===== config.mk =====
export PLATFORM = sky130hd
export DESIGN_NAME = csa_accum_sequencer
export DESIGN_NICKNAME = d
export VERILOG_FILES = /design/src/rtl/csa_accum_sequencer_pkg.sv /design/src/rtl/csa_accum_sequencer_row.sv /design/src/rtl/csa_accum_sequencer.sv
export SDC_FILE = /design/constraint.sdc
export NUM_CORES = 1
export LEC_CHECK = 0
export CAP_MARGIN = 20
export CORE_AREA = 2 2 110 112
export CTS_BUF_LIST = sky130_fd_sc_hd__clkbuf_16
export CTS_CLUSTER_DIAMETER = 150
export DETAILED_ROUTE_END_ITERATION = 8
export DIE_AREA = 0 0 112 114
export GPL_TIMING_DRIVEN = 0
export HOLD_SLACK_MARGIN = 0.1
export PLACE_DENSITY = 0.66
export SLEW_MARGIN = 10
export SYNTH_ARGS = -nofsm -noshare
export SYNTH_HDL_FRONTEND = slang
export SYNTH_SLANG_ARGS = --single-unit

===== constraint.sdc =====
create_clock -name clk -period 2.3 [get_ports clk]
set_input_delay 0.23 -clock clk [delete_from_list [all_inputs] [get_ports clk]]
set_output_delay 0.23 -clock clk [all_outputs]
set_load 0.02 [all_outputs]

===== src/rtl/csa_accum_sequencer_pkg.sv =====
// Shared definitions for the carry-save accumulator sequencer.
//   state_t         : FSM encodings (ACCUM=0, RESOLVE=1, DONE=2)
//   cnt53_t         : outputs of one 5:3 counter cell
//   counter_5_to_3  : bit-level 5:3 counter, x1+x2+x3+x4+cin = s + 2*(c + cout)
package csa_accum_sequencer_pkg;

   typedef enum logic [1:0] {
      ST_ACCUM   = 2'd0,
      ST_RESOLVE = 2'd1,
      ST_DONE    = 2'd2
   } state_t;

   typedef struct packed {
      logic s;
      logic c;
      logic cout;
   } cnt53_t;

   // cout depends only on x1..x3, so chaining cout->cin along a row
   // never forms a ripple path longer than one cell.
   function automatic cnt53_t counter_5_to_3(input logic x1, input logic x2,
                                             input logic x3, input logic x4,
                                             input logic cin);
      cnt53_t r;
      logic   p;
      p      = x1 ^ x2 ^ x3;
      r.cout = (x1 & x2) | (x1 & x3) | (x2 & x3);
      r.s    = p ^ x4 ^ cin;
      r.c    = (p & x4) | (p & cin) | (x4 & cin);
      return r;
   endfunction

endpackage


===== src/rtl/csa_accum_sequencer_row.sv =====
// Combinational row of W 5:3 counter cells folding two new operands into a
// carry-save pair.
//   i_a, i_b : zero-extended operands (W)
//   i_s, i_c : current carry-save state (W)
//   o_s      : new sum vector (W)
//   o_c      : new carry vector, already shifted left by one (W)
// The cout of the top cell and the top c bit fall outside W and are dropped.
module csa_row_5_to_3
   import csa_accum_sequencer_pkg::*;
#(
   parameter int unsigned W = 24
) (
   input  logic [W-1:0] i_a,
   input  logic [W-1:0] i_b,
   input  logic [W-1:0] i_s,
   input  logic [W-1:0] i_c,
   output logic [W-1:0] o_s,
   output logic [W-1:0] o_c
);

   always_comb begin
      cnt53_t w_cell;
      logic   w_carry;
      o_s     = '0;
      o_c     = '0;
      w_carry = 1'b0;
      w_cell  = '0;
      for (int unsigned i = 0; i < W; i++) begin
         w_cell  = counter_5_to_3(i_a[i], i_b[i], i_s[i], i_c[i], w_carry);
         o_s[i]  = w_cell.s;
         if (i < W - 1) begin
            o_c[i+1] = w_cell.c;
         end
         w_carry = w_cell.cout;
      end
   end

endmodule


===== src/rtl/csa_accum_sequencer.sv =====
// Carry-save multi-operand accumulator with valid/ready on both sides.
//   clk, reset          : clock, synchronous active-high reset
//   in_valid/in_ready   : operand beat handshake
//   in_a, in_b          : operands (OP_W), zero-extended to ACC_W
//   in_last             : final beat of the current sum
//   out_valid/out_ready : result handshake
//   out_sum             : sum of all beat operands mod 2^ACC_W
//   out_beats           : beats accepted for this sum, saturating at 2^CNT_W-1
module csa_accum_sequencer
   import csa_accum_sequencer_pkg::*;
#(
   parameter int unsigned OP_W  = 16,
   parameter int unsigned ACC_W = 24,
   parameter int unsigned CNT_W = 8
) (
   input  logic             clk,
   input  logic             reset,
   input  logic             in_valid,
   output logic             in_ready,
   input  logic [OP_W-1:0]  in_a,
   input  logic [OP_W-1:0]  in_b,
   input  logic             in_last,
   output logic             out_valid,
   input  logic             out_ready,
   output logic [ACC_W-1:0] out_sum,
   output logic [CNT_W-1:0] out_beats
);

   state_t             r_state;
   logic [ACC_W-1:0]   r_acc_s;
   logic [ACC_W-1:0]   r_acc_c;
   logic [CNT_W-1:0]   r_count;
   logic [ACC_W-1:0]   r_out_sum;
   logic [CNT_W-1:0]   r_out_beats;
   logic               r_out_valid;

   logic [ACC_W-1:0]   w_a_ext;
   logic [ACC_W-1:0]   w_b_ext;
   logic [ACC_W-1:0]   w_row_s;
   logic [ACC_W-1:0]   w_row_c;

   assign w_a_ext = ACC_W'(in_a);
   assign w_b_ext = ACC_W'(in_b);

   csa_row_5_to_3 #(.W(ACC_W)) u_row (
      .i_a (w_a_ext),
      .i_b (w_b_ext),
      .i_s (r_acc_s),
      .i_c (r_acc_c),
      .o_s (w_row_s),
      .o_c (w_row_c)
   );

   // Gated by reset so the sequencer is visibly not ready while reset is held,
   // yet ready in the very first cycle after release.
   assign in_ready  = (r_state == ST_ACCUM) && !reset;
   assign out_valid = r_out_valid;
   assign out_sum   = r_out_sum;
   assign out_beats = r_out_beats;

   always_ff @(posedge clk) begin
      if (reset) begin
         r_state     <= ST_ACCUM;
         r_acc_s     <= '0;
         r_acc_c     <= '0;
         r_count     <= '0;
         r_out_sum   <= '0;
         r_out_beats <= '0;
         r_out_valid <= 1'b0;
      end else begin
         case (r_state)
            ST_ACCUM: begin
               if (in_valid) begin
                  r_acc_s <= w_row_s;
                  r_acc_c <= w_row_c;
                  if (r_count != '1) begin
                     r_count <= r_count + 1'b1;
                  end
                  if (in_last) begin
                     r_state <= ST_RESOLVE;
                  end
               end
            end
            ST_RESOLVE: begin
               r_out_sum   <= r_acc_s + r_acc_c;
               r_out_beats <= r_count;
               r_out_valid <= 1'b1;
               r_state     <= ST_DONE;
            end
            ST_DONE: begin
               if (out_ready) begin
                  r_acc_s     <= '0;
                  r_acc_c     <= '0;
                  r_count     <= '0;
                  r_out_valid <= 1'b0;
                  r_state     <= ST_ACCUM;
               end
            end
            default: begin
               r_state <= ST_ACCUM;
            end
         endcase
      end
   end

endmodule

==> run summary <==
The run finished with clean final reports. Area fraction in compound gates after synthesis: 20.22%. Clock sink count: 89.

Dividing the detail-routed wire length by the instance count gives 15.62 um. The number of synthesized flops with an enable pin is 0. Across all register-to-register paths, the minimum setup slack is 0.06 ns.

The clock reaches the later pin of the worst-skew pair after 0.35 ns. The simple-gate share of the synthesized area was 15.67%; the routability congestion estimate from global placement was 0.8444. In the layout the commonest cells are 84 x sky130_fd_sc_hd__dfxtp_1, 74 x sky130_fd_sc_hd__nor2_1, 69 x sky130_fd_sc_hd__clkdlybuf4s50_1.

After synthesis, the share of cell area in mux cells is 0.4185%. The startpoint identified for the worst hold timing path is out_beats[6]$_SDFFE_PP0P_. The fraction of the mapped netlist area in adder cells works out to 19.41%.

Combinational family with the most area after synthesis: compound AO/OA/AOI/OAI gates. By startpoint and endpoint, the worst setup path is classified as reg2reg. The count of port buffers added during placement works out to 69.

The run gives 0.01112 ns as the maximum clock skew at final layout. The HPWL after detailed placement came out at 8735 um. In this run, the number of DRC markers left after iteration 0 of detailed routing was 197. In this run the clock root is driven by a sky130_fd_sc_hd__clkbuf_16. In this run the vertical extent of the chip is 114 um. Yosys printed 0 warnings. Across the run, the number of max-cap violations was 0.

The cell count after synthesis came out at 521. The ratio of routed vias to standard cells works out to 5.367. The count of nets left with antenna violations once routing finished came out at 0. The number of CTS-inserted buffers is 9. The required time reported for the critical path endpoint is 2.51 ns, and the fraction of final layout cells sized beyond drive strength 1 is 8.553%. The number of pins with negative max-slew slack in the final report is 0. The run gives 0.05966 ns as the least setup slack across all paths after layout. The die span in x came out at 112 um. Among all stages on the critical path, the largest delay is contributed by sky130_fd_sc_hd__dfxtp_1. Tracing the worst setup path back leads to its startpoint at r_acc_s[6]$_SDFFE_PP0P_. The post-detailed-routing wire length came out at 11,790 um. The worst hold path belongs to the class reg2reg. The logs give 0.01171 sq mm for the core region area and 47 for the count of cell types in the netlist. The library cell used most frequently in the layout, excluding fill and tap cells, is sky130_fd_sc_hd__dfxtp_1.

Along the worst hold path, the cell count comes to 2. The worst register-to-register path begins at r_acc_s[6]$_SDFFE_PP0P_. The critical path buffer and inverter count is 0, and the final critical delay including setup and external delays is 2.240 ns.

The worst slack at placement was -0.2391 ns; the clock transition time at the flip-flop clock pins of the worst setup and hold paths was 0.07 ns. The worst register-to-register path ends at out_sum[17]$_SDFFE_PP0P_. Sequential cells were found to cover 37.25% of the synthesized design area. The logs give 7 for the number of iterations in the first detailed-routing pass and 4,052 for the total number of vias.

The worst reg2reg path depth is 8. The quantity of hold-fixing buffers added after cts is 0. IR analysis of the VDD net gives a maximum drop of 297.4 uV. The worst path arrival time was 2.45 ns. Entering global routing, the biggest net connects 18 pins. The first global-routing pass estimated 19,290 um of wire. After Yosys synthesis, XOR and XNOR cells account for 4.028% of the synthesized area. The number of levels in the clock H-tree is 3, and the number of filler instances in the final layout is 1,116. Setup repair after global routing could not meet its margin everywhere.

The die covers 0.01277 sq mm. Category of the worst setup path launch point: a register. For this design the top-level I/O count stands at 71. Antenna diode count: 0. The run gives 40 as the number of rows in the core area. The run gives 0 as the final global-route overflow total.

The worst hold path terminates at out_beats[6]$_SDFFE_PP0P_. The remaining design rule violation count came out at 0. The global-route total usage across every layer is 18.71%.

The number of nets in the synthesized netlist is 613, and the overall power is 3976 uW. The initial antenna violation count came out at 0. The synthesized design contains 89 register bits.

The tools report the kind of end point of the critical path as a register. The register area is 0.001790 sq mm, and the period utilization is 97.41%. The post-synthesis to final-layout area growth is 27.41%, and the timing-limited maximum frequency is 446.4 MHz. At the pin with the least slew margin, the transition time is 0.6376 ns. No sink is reached through more buffers than the 2 on the longest clock path. Stage delay of the slowest cell on the critical path: 0.38 ns. The share of synthesized flip-flops with an asynchronous set or reset works out to 0%.

Setup violations remaining at the end of the flow were counted as 0. The net count of the finished layout is 695. The main flop type after synthesis was sky130_fd_sc_hd__dfxtp_1.

Walking the worst path, the cells encountered are ha_2 > a21o_1 > a31o_1 > o21bai_2 > a31oi_2 > or3_1 > nand3_1 > a21oi_1. The area of combinational cells with multiple inputs was 0.002984 sq mm. TritonCTS built the clock tree.

The final hold violation count was 0. After synthesis the cells add up to 0.004783 sq mm. The number of global-route vias before repair was 3,956.

The maximum net fanout on the critical path works out to 5. For the starting utilization of the core area, the log shows 40.84%. For the normalized max-slew margin, the log shows 57.49%. Summed over all cells, the static leakage comes to 0.002352 uW. The power density relative to cell area is 652.4 mW/mm^2. Broken down by cell family, the worst path's largest delay share belongs to compound AO/OA/AOI/OAI gates. In this run the mean area of a mapped cell was 9.181 sq um.
through the flow:
step           TNS [ns]  hold slack, ns  util, %  std cells  instance area, sq um
3_3_place_gp    -0.5601          0.4429    48.31        737                  5658
5_1_grt        -0.07427          0.4680    52.04        755                  6095
3_5_place_dp    -0.6339          0.4510    48.31        737                  5658
2_1_floorplan         0          0.3759        -        521                  4783
6_report              0          0.4565    52.04        755                  6095
4_1_cts               0          0.4515    51.06        755                  5979
repair_timing:
action                                  4_1_cts  5_1_grt
pin swaps                                     4        6
endpoints found under the setup margin        5       10
setup buffers                                 2        0
resized for setup                             6       26
Yosys cell counts (4+ instances only):
master	instances	area share (%)
sky130_fd_sc_hd__a211oi_1	5	0.78
sky130_fd_sc_hd__a21o_1	10	1.6
sky130_fd_sc_hd__a21oi_1	42	4.4
sky130_fd_sc_hd__a22o_1	6	1.1
sky130_fd_sc_hd__a22oi_1	44	6.9
sky130_fd_sc_hd__a31oi_1	7	0.92
sky130_fd_sc_hd__and3_1	5	0.65
sky130_fd_sc_hd__clkbuf_1	26	2.0
sky130_fd_sc_hd__dfxtp_1	89	37
sky130_fd_sc_hd__fa_1	32	13
sky130_fd_sc_hd__ha_1	23	6.0
sky130_fd_sc_hd__inv_1	10	0.78
sky130_fd_sc_hd__nand2_1	58	4.6
sky130_fd_sc_hd__nand3_1	9	0.94
sky130_fd_sc_hd__nand3b_1	4	0.63
sky130_fd_sc_hd__nor2_1	74	5.8
sky130_fd_sc_hd__nor2b_1	4	0.52
sky130_fd_sc_hd__o21ai_0	13	1.4
sky130_fd_sc_hd__xnor2_1	11	2.0
sky130_fd_sc_hd__xor2_1	11	2.0
tightest hold or removal path, cell delays in order (launching register included):
cell                      delay, ns
sky130_fd_sc_hd__dfxtp_1       0.31
sky130_fd_sc_hd__nand2_1       0.05
sky130_fd_sc_hd__a21oi_1       0.05
worst max path at each step:
stage	slack (ns)	cells after the start	to
2_1_floorplan	0.09	10	out_sum[22]$_SDFFE_PP0P_
3_3_place_gp	-0.22	10	out_sum[22]$_SDFFE_PP0P_
3_5_place_dp	-0.24	10	out_sum[22]$_SDFFE_PP0P_
4_1_cts	0.0006	10	out_sum[20]$_SDFFE_PP0P_
5_1_grt	-0.03	8	out_sum[13]$_SDFFE_PP0P_
6_report	0.06	8	out_sum[17]$_SDFFE_PP0P_
final cells by class:
cell class              count  area share [%]
plain buffers              28           1.745
clock buffers               9           3.695
clock inverters             7           1.006
inverters                  10          0.6159
multi-input cells         394           48.96
flip-flops and latches     89           29.38
well taps                 147           3.018
repair buffers             71           11.58
power breakdown:
part           switching, uW  internal [uW]  leakage (uW)
combinational            454            375       0.00149
sequential              88.0           1630      0.000724
clock                    678            754      0.000135
total                   1220           2760       0.00235
registers in the layout, summed over array words and instances, names as in the netlist:
| register | count |
|---|---|
| out_valid | 1 |
| r_acc_s | 24 |
| r_count | 8 |
| r_state | 2 |
| out_sum | 24 |
| r_acc_c | 22 |
| out_beats | 8 |
kinds of logic (layout without fill, tap and decap cells):
kind of cell / after synthesis / count (layout)
AND/OR/NAND/NOR: 172 / 172
AO/OA/AOI/OAI: 143 / 143
flip-flops: 89 / 89
adder cells (fa/ha/maj): 55 / 55
buffers and inverters: 38 / 125
XOR/XNOR: 22 / 22
multiplexers: 2 / 2
metal layers:
layer | routed length, um | vias up | track usage, %
li1 | - | 1987 | -
met1 | 5292 | 1943 | 24.53
met2 | 5740 | 107 | 32.36
met3 | 575 | 15 | 2.391
met4 | 184 | 0 | 6.016
met5 | 0 | - | 0
Power figures use the tool's default switching activity.
